$ cat config.mk
export PLATFORM = sky130hd
export DESIGN_NAME = cpu_if_fifo_bridge_flat
export DESIGN_NICKNAME = d
export VERILOG_FILES = /design/src/rtl/cpu_if_fifo_bridge_if.sv /design/src/rtl/cpu_if_fifo_bridge.sv /design/src/flat_wrapper.sv
export SDC_FILE = /design/constraint.sdc
export NUM_CORES = 1
export LEC_CHECK = 0
export ABC_AREA = 1
export ABC_CLOCK_PERIOD_IN_PS = 2380
export CAP_MARGIN = 10
export CELL_PAD_IN_SITES_DETAIL_PLACEMENT = 1
export CELL_PAD_IN_SITES_GLOBAL_PLACEMENT = 1
export CORE_MARGIN = 1.5
export CORE_UTILIZATION = 35
export CTS_BUF_LIST = sky130_fd_sc_hd__clkbuf_8 sky130_fd_sc_hd__clkbuf_16
export DETAILED_ROUTE_END_ITERATION = 16
export HOLD_SLACK_MARGIN = 0.12
export PLACE_DENSITY_LB_ADDON = 0.1
export REMOVE_ABC_BUFFERS = 1
export SLEW_MARGIN = 10
export SYNTH_ARGS = -nofsm -noshare
export SYNTH_HDL_FRONTEND = slang
export SYNTH_SLANG_ARGS = --single-unit
$ cat constraint.sdc
create_clock -name UserCLK -period 2.38 [get_ports UserCLK]
set_input_delay 0.476 -clock UserCLK [delete_from_list [all_inputs] [get_ports UserCLK]]
set_output_delay 0.476 -clock UserCLK [all_outputs]
set_load 0.01 [all_outputs]
$ cat src/rtl/cpu_if_fifo_bridge_if.sv
// CPU/fabric handshake bundle for the bridge: two data channels plus their occupancy levels.
// master is the CPU+fabric side that drives requests; slave is the bridge itself.
interface cpu_if_fifo_bridge_if #(
  parameter int DATA_WIDTH = 16,
  parameter int DEPTH      = 4
);
  localparam int LW = $clog2(DEPTH) + 1;

  logic [DATA_WIDTH-1:0] O_top;
  logic                  O_top_valid;
  logic                  O_top_ready;
  logic [DATA_WIDTH-1:0] O;
  logic                  O_valid;
  logic                  O_ready;
  logic [DATA_WIDTH-1:0] I;
  logic                  I_valid;
  logic                  I_ready;
  logic [DATA_WIDTH-1:0] I_top;
  logic                  I_top_valid;
  logic                  I_top_ready;
  logic [LW-1:0]         O_level;
  logic [LW-1:0]         I_level;

  modport master (
    output O_top, O_top_valid, O_ready, I, I_valid, I_top_ready,
    input  O_top_ready, O, O_valid, I_ready, I_top, I_top_valid, O_level, I_level
  );

  modport slave (
    input  O_top, O_top_valid, O_ready, I, I_valid, I_top_ready,
    output O_top_ready, O, O_valid, I_ready, I_top, I_top_valid, O_level, I_level
  );
endinterface

$ cat src/rtl/cpu_if_fifo_bridge.sv
// CPU<->fabric bridge: per channel either a 1-cycle registered passthrough or a FWFT FIFO (1-cycle latency).
// Backpressure: ready = FIFO not full, valid = FIFO not empty; passthrough mode ignores handshakes.
module cpu_if_fifo_bridge #(
  parameter int DATA_WIDTH   = 16,
  parameter int DEPTH        = 4,
  parameter int NoConfigBits = 2
) (
  input  logic                    UserCLK,
  input  logic                    RST,
  input  logic [NoConfigBits-1:0] ConfigBits,
  cpu_if_fifo_bridge_if.slave     bus
);
  localparam int AW = $clog2(DEPTH);
  localparam int LW = AW + 1;
  localparam int CH_O = 0;
  localparam int CH_I = 1;

  logic mode;
  logic f2c_en;
  logic mode_q;
  logic armed_q;
  logic mode_change;

  logic [DATA_WIDTH-1:0] o_pass_q;
  logic [DATA_WIDTH-1:0] i_pass_q;

  logic [1:0]                 push;
  logic [1:0]                 pop;
  logic [1:0]                 not_full;
  logic [1:0]                 not_empty;
  logic [1:0][DATA_WIDTH-1:0] wdata;
  logic [1:0][DATA_WIDTH-1:0] rdata;
  logic [1:0][LW-1:0]         level;

  assign mode   = ConfigBits[0];
  assign f2c_en = ConfigBits[1];

  // armed_q keeps the reset value of mode_q from looking like a mode change on the first edge.
  assign mode_change = armed_q && (mode != mode_q);

  always_ff @(posedge UserCLK or posedge RST) begin
    if (RST) begin
      mode_q   <= 1'b0;
      armed_q  <= 1'b0;
      o_pass_q <= '0;
      i_pass_q <= '0;
    end else begin
      mode_q   <= mode;
      armed_q  <= 1'b1;
      o_pass_q <= bus.O_top;
      i_pass_q <= bus.I;
    end
  end

  assign wdata[CH_O] = bus.O_top;
  assign wdata[CH_I] = bus.I;

  assign push[CH_O] = mode && bus.O_top_valid && not_full[CH_O];
  assign pop[CH_O]  = mode && bus.O_ready && not_empty[CH_O];
  assign push[CH_I] = mode && f2c_en && bus.I_valid && not_full[CH_I];
  assign pop[CH_I]  = mode && f2c_en && bus.I_top_ready && not_empty[CH_I];

  for (genvar c = 0; c < 2; c++) begin : g_ch
    logic [DATA_WIDTH-1:0] mem [DEPTH];
    logic [AW-1:0]         wr_ptr;
    logic [AW-1:0]         rd_ptr;
    logic [LW-1:0]         lvl_q;

    assign not_full[c]  = (lvl_q != LW'(DEPTH));
    assign not_empty[c] = (lvl_q != '0);
    assign level[c]     = lvl_q;
    // An empty FIFO reads 0 so unreset storage never leaks onto the bus.
    assign rdata[c]     = not_empty[c] ? mem[rd_ptr] : '0;

    always_ff @(posedge UserCLK) begin
      if (push[c] && !mode_change) begin
        mem[wr_ptr] <= wdata[c];
      end
    end

    // Pointers are AW bits wide, so incrementing wraps modulo DEPTH.
    always_ff @(posedge UserCLK or posedge RST) begin
      if (RST) begin
        wr_ptr <= '0;
        rd_ptr <= '0;
        lvl_q  <= '0;
      end else if (mode_change) begin
        wr_ptr <= '0;
        rd_ptr <= '0;
        lvl_q  <= '0;
      end else begin
        if (push[c]) wr_ptr <= wr_ptr + 1'b1;
        if (pop[c])  rd_ptr <= rd_ptr + 1'b1;
        case ({push[c], pop[c]})
          2'b10:   lvl_q <= lvl_q + 1'b1;
          2'b01:   lvl_q <= lvl_q - 1'b1;
          default: lvl_q <= lvl_q;
        endcase
      end
    end
  end

  always_comb begin
    bus.O_top_ready = 1'b1;
    bus.O_valid     = 1'b1;
    bus.O           = o_pass_q;
    bus.O_level     = '0;
    bus.I_ready     = 1'b1;
    bus.I_top_valid = 1'b1;
    bus.I_top       = i_pass_q;
    bus.I_level     = '0;
    if (mode) begin
      bus.O_top_ready = not_full[CH_O];
      bus.O_valid     = not_empty[CH_O];
      bus.O           = rdata[CH_O];
      bus.O_level     = level[CH_O];
      bus.I_ready     = not_full[CH_I];
      bus.I_top_valid = not_empty[CH_I];
      bus.I_top       = rdata[CH_I];
      bus.I_level     = level[CH_I];
    end
    // A disabled fabric-to-CPU channel is silenced but keeps its contents.
    if (!f2c_en) begin
      bus.I_ready     = 1'b0;
      bus.I_top_valid = 1'b0;
      bus.I_top       = '0;
    end
  end
endmodule

$ cat src/flat_wrapper.sv
// flat-port wrapper written by rule: the top's interface ports become plain ports
module cpu_if_fifo_bridge_flat 
#(
  parameter int DATA_WIDTH   = 16,
  parameter int DEPTH        = 4,
  parameter int NoConfigBits = 2
)
  (UserCLK, RST, ConfigBits, bus_O_top, bus_O_top_valid, bus_O_ready, bus_I, bus_I_valid, bus_I_top_ready, bus_O_top_ready, bus_O, bus_O_valid, bus_I_ready, bus_I_top, bus_I_top_valid, bus_O_level, bus_I_level);
  cpu_if_fifo_bridge_if #(.DATA_WIDTH(DATA_WIDTH), .DEPTH(DEPTH)) bus_i ();
  input  logic UserCLK;
  input  logic RST;
  input  logic [NoConfigBits-1:0] ConfigBits;
  input wire logic [$bits(bus_i.O_top)-1:0] bus_O_top;
  input wire logic [$bits(bus_i.O_top_valid)-1:0] bus_O_top_valid;
  input wire logic [$bits(bus_i.O_ready)-1:0] bus_O_ready;
  input wire logic [$bits(bus_i.I)-1:0] bus_I;
  input wire logic [$bits(bus_i.I_valid)-1:0] bus_I_valid;
  input wire logic [$bits(bus_i.I_top_ready)-1:0] bus_I_top_ready;
  output wire logic [$bits(bus_i.O_top_ready)-1:0] bus_O_top_ready;
  output wire logic [$bits(bus_i.O)-1:0] bus_O;
  output wire logic [$bits(bus_i.O_valid)-1:0] bus_O_valid;
  output wire logic [$bits(bus_i.I_ready)-1:0] bus_I_ready;
  output wire logic [$bits(bus_i.I_top)-1:0] bus_I_top;
  output wire logic [$bits(bus_i.I_top_valid)-1:0] bus_I_top_valid;
  output wire logic [$bits(bus_i.O_level)-1:0] bus_O_level;
  output wire logic [$bits(bus_i.I_level)-1:0] bus_I_level;
  assign bus_i.O_top = bus_O_top;
  assign bus_i.O_top_valid = bus_O_top_valid;
  assign bus_i.O_ready = bus_O_ready;
  assign bus_i.I = bus_I;
  assign bus_i.I_valid = bus_I_valid;
  assign bus_i.I_top_ready = bus_I_top_ready;
  assign bus_O_top_ready = bus_i.O_top_ready;
  assign bus_O = bus_i.O;
  assign bus_O_valid = bus_i.O_valid;
  assign bus_I_ready = bus_i.I_ready;
  assign bus_I_top = bus_i.I_top;
  assign bus_I_top_valid = bus_i.I_top_valid;
  assign bus_O_level = bus_i.O_level;
  assign bus_I_level = bus_i.I_level;
  cpu_if_fifo_bridge #(.DATA_WIDTH(DATA_WIDTH), .DEPTH(DEPTH), .NoConfigBits(NoConfigBits)) u_core (.UserCLK(UserCLK), .RST(RST), .ConfigBits(ConfigBits), .bus(bus_i));
endmodule
==> flow_summary.toml, run 1 <==
[synthesis]
syn-cell-area_sq_mm = 0.00751
netlist_instances = 719
avgSynthCellArea_sq_um = 10.4
synth_warnings = 0
yosysSeqAreaShare = 0.672
ys_types = 31
synth_seq_cells = 176

[flow_run]
maxCapViolations = 0

[clock_tree]
cts_tree = "yes"
cts_max_level = 4
numClockSinks = 176
root_buffer = "clkbuf_16"
cts_max_path_buffers = 2
clk_pin_slew_ns = 0.08
ctsHoldBuffers = 0
cts_made_buffers = 17
clk_latency_ns = 0.44

[worst_setup_path]
cp_top_family = "buffers and inverters"
worstPathArrival_ns = 1.81
worstReg2RegStart = "u_core.g_ch[1].lvl_q[2]"
cp_num_buf_inv = 2
cp_slowest_cell = "clkdlybuf4s50_1"
end_kind = "primary output"
startpoint = "u_core.g_ch[1].lvl_q[1]"
cp_cell_sequence = "nor2_4 > nand2_1 > o21ai_0 > inv_1 > clkdlybuf4s50_1"
startpoint_type = "register"
worst_ep_required_time_ns = 1.90
critPathKind = "register to primary output"
cp_max_fo = 4
critPathMaxStageDelay_ns = 0.47

[timing]
tns_ns = 0
setup_viol = 0
fin_crit_sh = 0.962
maxSlewViolCount = 0
clock.fmax_mhz = 437
hold_violations = 0
period_minus_slack_ns = 2.29
clock_skew_ns = 0.0139
timing.hold.ws_ns = 0.417
worst_slack_ns = 0.0911
rsz0062_at_grt = "yes"

[global_route]
antenna_found_initial = 0
grt_max_degree = 49
track_usage = 0.182
grt_pass1_vias = 5806
grt_pass1_wl_um = 30400
grt_overflow_total = 0

[floorplan]
die_h_um = 149
rows = 53
die_x_um = 149
core_area_sq_mm = 0.0210
initial_utilization = 0.357
die_area_sq_mm = 0.0223
boundaryPins = 82

[cells_and_area]
drive_above_1_share = 0.159
finish.instance_area_sq_mm = 0.00975
insertedDiodeCount = 0
nNetsFinal = 895
fillers = 2300
fin_util = 0.464
syn_to_final_growth_pct = 29.9
fin_cells = 1131

[pwr]
p_seq_frac = 0.404
p_clk_frac = 0.331
switching_power_mw = 2.94
total_power_mw = 8.98
leakagePower_nw = 4.24
worst_ir_drop_vdd_mv = 0.590
powerDensity_mw_per_mm2 = 921
p_int_mw = 6.04
switching_share = 0.327
p_comb_frac = 0.265

[placement]
routabilityCongestion = 0.728
placed_cells = 1090
portBuffers = 81
dp_slack_ns = -0.339
placed_area_sq_mm = 0.00904
dp_hpwl_um = 12200

[route]
avgViaCountPerCell = 4.67
route.detailed.drc = 0
wl_per_cell_um = 16.8
drt_wl_total_um = 19000
vias = 5278
ant_nets = 0
first_pass_iters = 4
drtIter0Drc = 254

[status]
status = "completed"

[hold_path]
hp-class = "input port to async pin"
tightest hold or removal path: stages:
cell             delay (ns)
clkdlybuf4s50_1        0.41
inv_2                  0.07
buf_12                 0.29
what timing repair did:
action / 4_1_cts / 5_1_grt
pin swaps: 2 / 2
resized for setup: 62 / 37
setup endpoints to repair: 36 / 30
setup buffers: 6 / 1
gates cloned: 1 / 1
final cells by class:
type	count	area [sq um]	area share
sequential	176	5050	0.518
timing repair buffer	134	1360	0.139
inverter	108	414	0.0425
tap	275	344	0.0353
clock buffer	17	425	0.0436
multi-input combinational	406	1920	0.197
clock inverter	15	234	0.0240
logic make-up after synthesis:
kind of cell    count (synthesis)  share of synthesized area
compound gates                 32                     0.0250
buf+inv                       137                     0.0748
xor+xnor                        4                    0.00467
flops                         176                      0.672
simple gates                  357                      0.201
fa+ha+maj                      12                     0.0220
other cells                     1                   0.000500
cell usage in the layout (no fill, tap or decap), types with 3 or more instances in the layout:
master,count
nand2_1,237
edfxtp_1,128
inv_1,96
nand3_1,91
clkdlybuf4s50_1,48
dfrtp_1,45
buf_4,32
a21oi_1,20
clkbuf_16,18
clkbuf_2,18
buf_12,17
nor2_1,12
ha_1,10
clkinv_8,9
inv_2,8
dlygate4sd2_1,7
clkdlybuf4s15_1,6
o21ai_1,5
nor2_2,5
nor2_4,4
o21ai_0,4
inv_6,3
nand2_2,3
xor2_1,3
dfrtp_2,3
cell usage after synthesis (all sizes together):
cell / instances / area, sq um
a21oi: 21 / 116
buf: 20 / 120
clkbuf: 9 / 35.0
clkinv: 2 / 8.75
conb: 1 / 3.75
dfrtp: 48 / 1200
edfxtp: 128 / 3840
fa: 2 / 40.0
ha: 10 / 125
inv: 106 / 398
nand2: 241 / 910
nand3: 92 / 473
nor2: 21 / 106
nor3: 2 / 10.0
o21ai: 9 / 45.0
o21bai: 2 / 26.3
or2: 1 / 8.76
xnor2: 1 / 8.76
xor2: 3 / 26.3
power by group through the flow:
stage	clock (mW)	sequential (mW)	combinational [mW]
2_1_floorplan	0	3.74	1.10
3_3_place_gp	0	3.67	2.25
3_5_place_dp	0	3.68	2.32
4_1_cts	3.05	3.62	2.45
5_1_grt	3.14	3.65	2.67
6_report	2.97	3.62	2.38
sequential cells by signal (all words and copies together) (netlist names):
signal and cells:
u_core.o_pass_q 16, u_core.g_ch.wr_ptr 4, u_core.mode_q 1, u_core.i_pass_q 16, u_core.armed_q 1, u_core.g_ch.rd_ptr 4, u_core.g_ch.lvl_q 6, u_core.g_ch.mem 128
path summary, 6_finish.rpt:
check	endpoint	slack (ns)	depth (start not counted)
max in group asynchronous	u_core.g_ch[1].lvl_q[1]	1.69	3
min reg2reg	u_core.g_ch[1].wr_ptr[1]	0.59	2
max reg2reg	u_core.g_ch[1].lvl_q[2]	0.45	11
min	u_core.o_pass_q[0]	0.42	3
min in group UserCLK	u_core.mode_q	0.54	2
max	bus_I_top_valid	0.09	5
layer usage:
layer  vias up  GRT usage  part of all wire
met5         -          0                 0
met4         0     0.0535             0.011
met3        17     0.0345             0.032
met2        78      0.344              0.55
met1      2629      0.207              0.41
li1       2554          -                 -
No activity file was read; power rests on OpenSTA's default activity.
==> run 2: changes to the inputs <==
--- a/config.mk
+++ b/config.mk
@@ -13,6 +13,7 @@
 export CORE_MARGIN = 1.5
 export CORE_UTILIZATION = 35
 export CTS_BUF_LIST = sky130_fd_sc_hd__clkbuf_8 sky130_fd_sc_hd__clkbuf_16
+export CTS_CLUSTER_SIZE = 25
 export DETAILED_ROUTE_END_ITERATION = 16
 export HOLD_SLACK_MARGIN = 0.12
 export PLACE_DENSITY_LB_ADDON = 0.1
==> results of run 2 <==
Same layout as run 1: the final DEF is identical, and so are final timing and power.
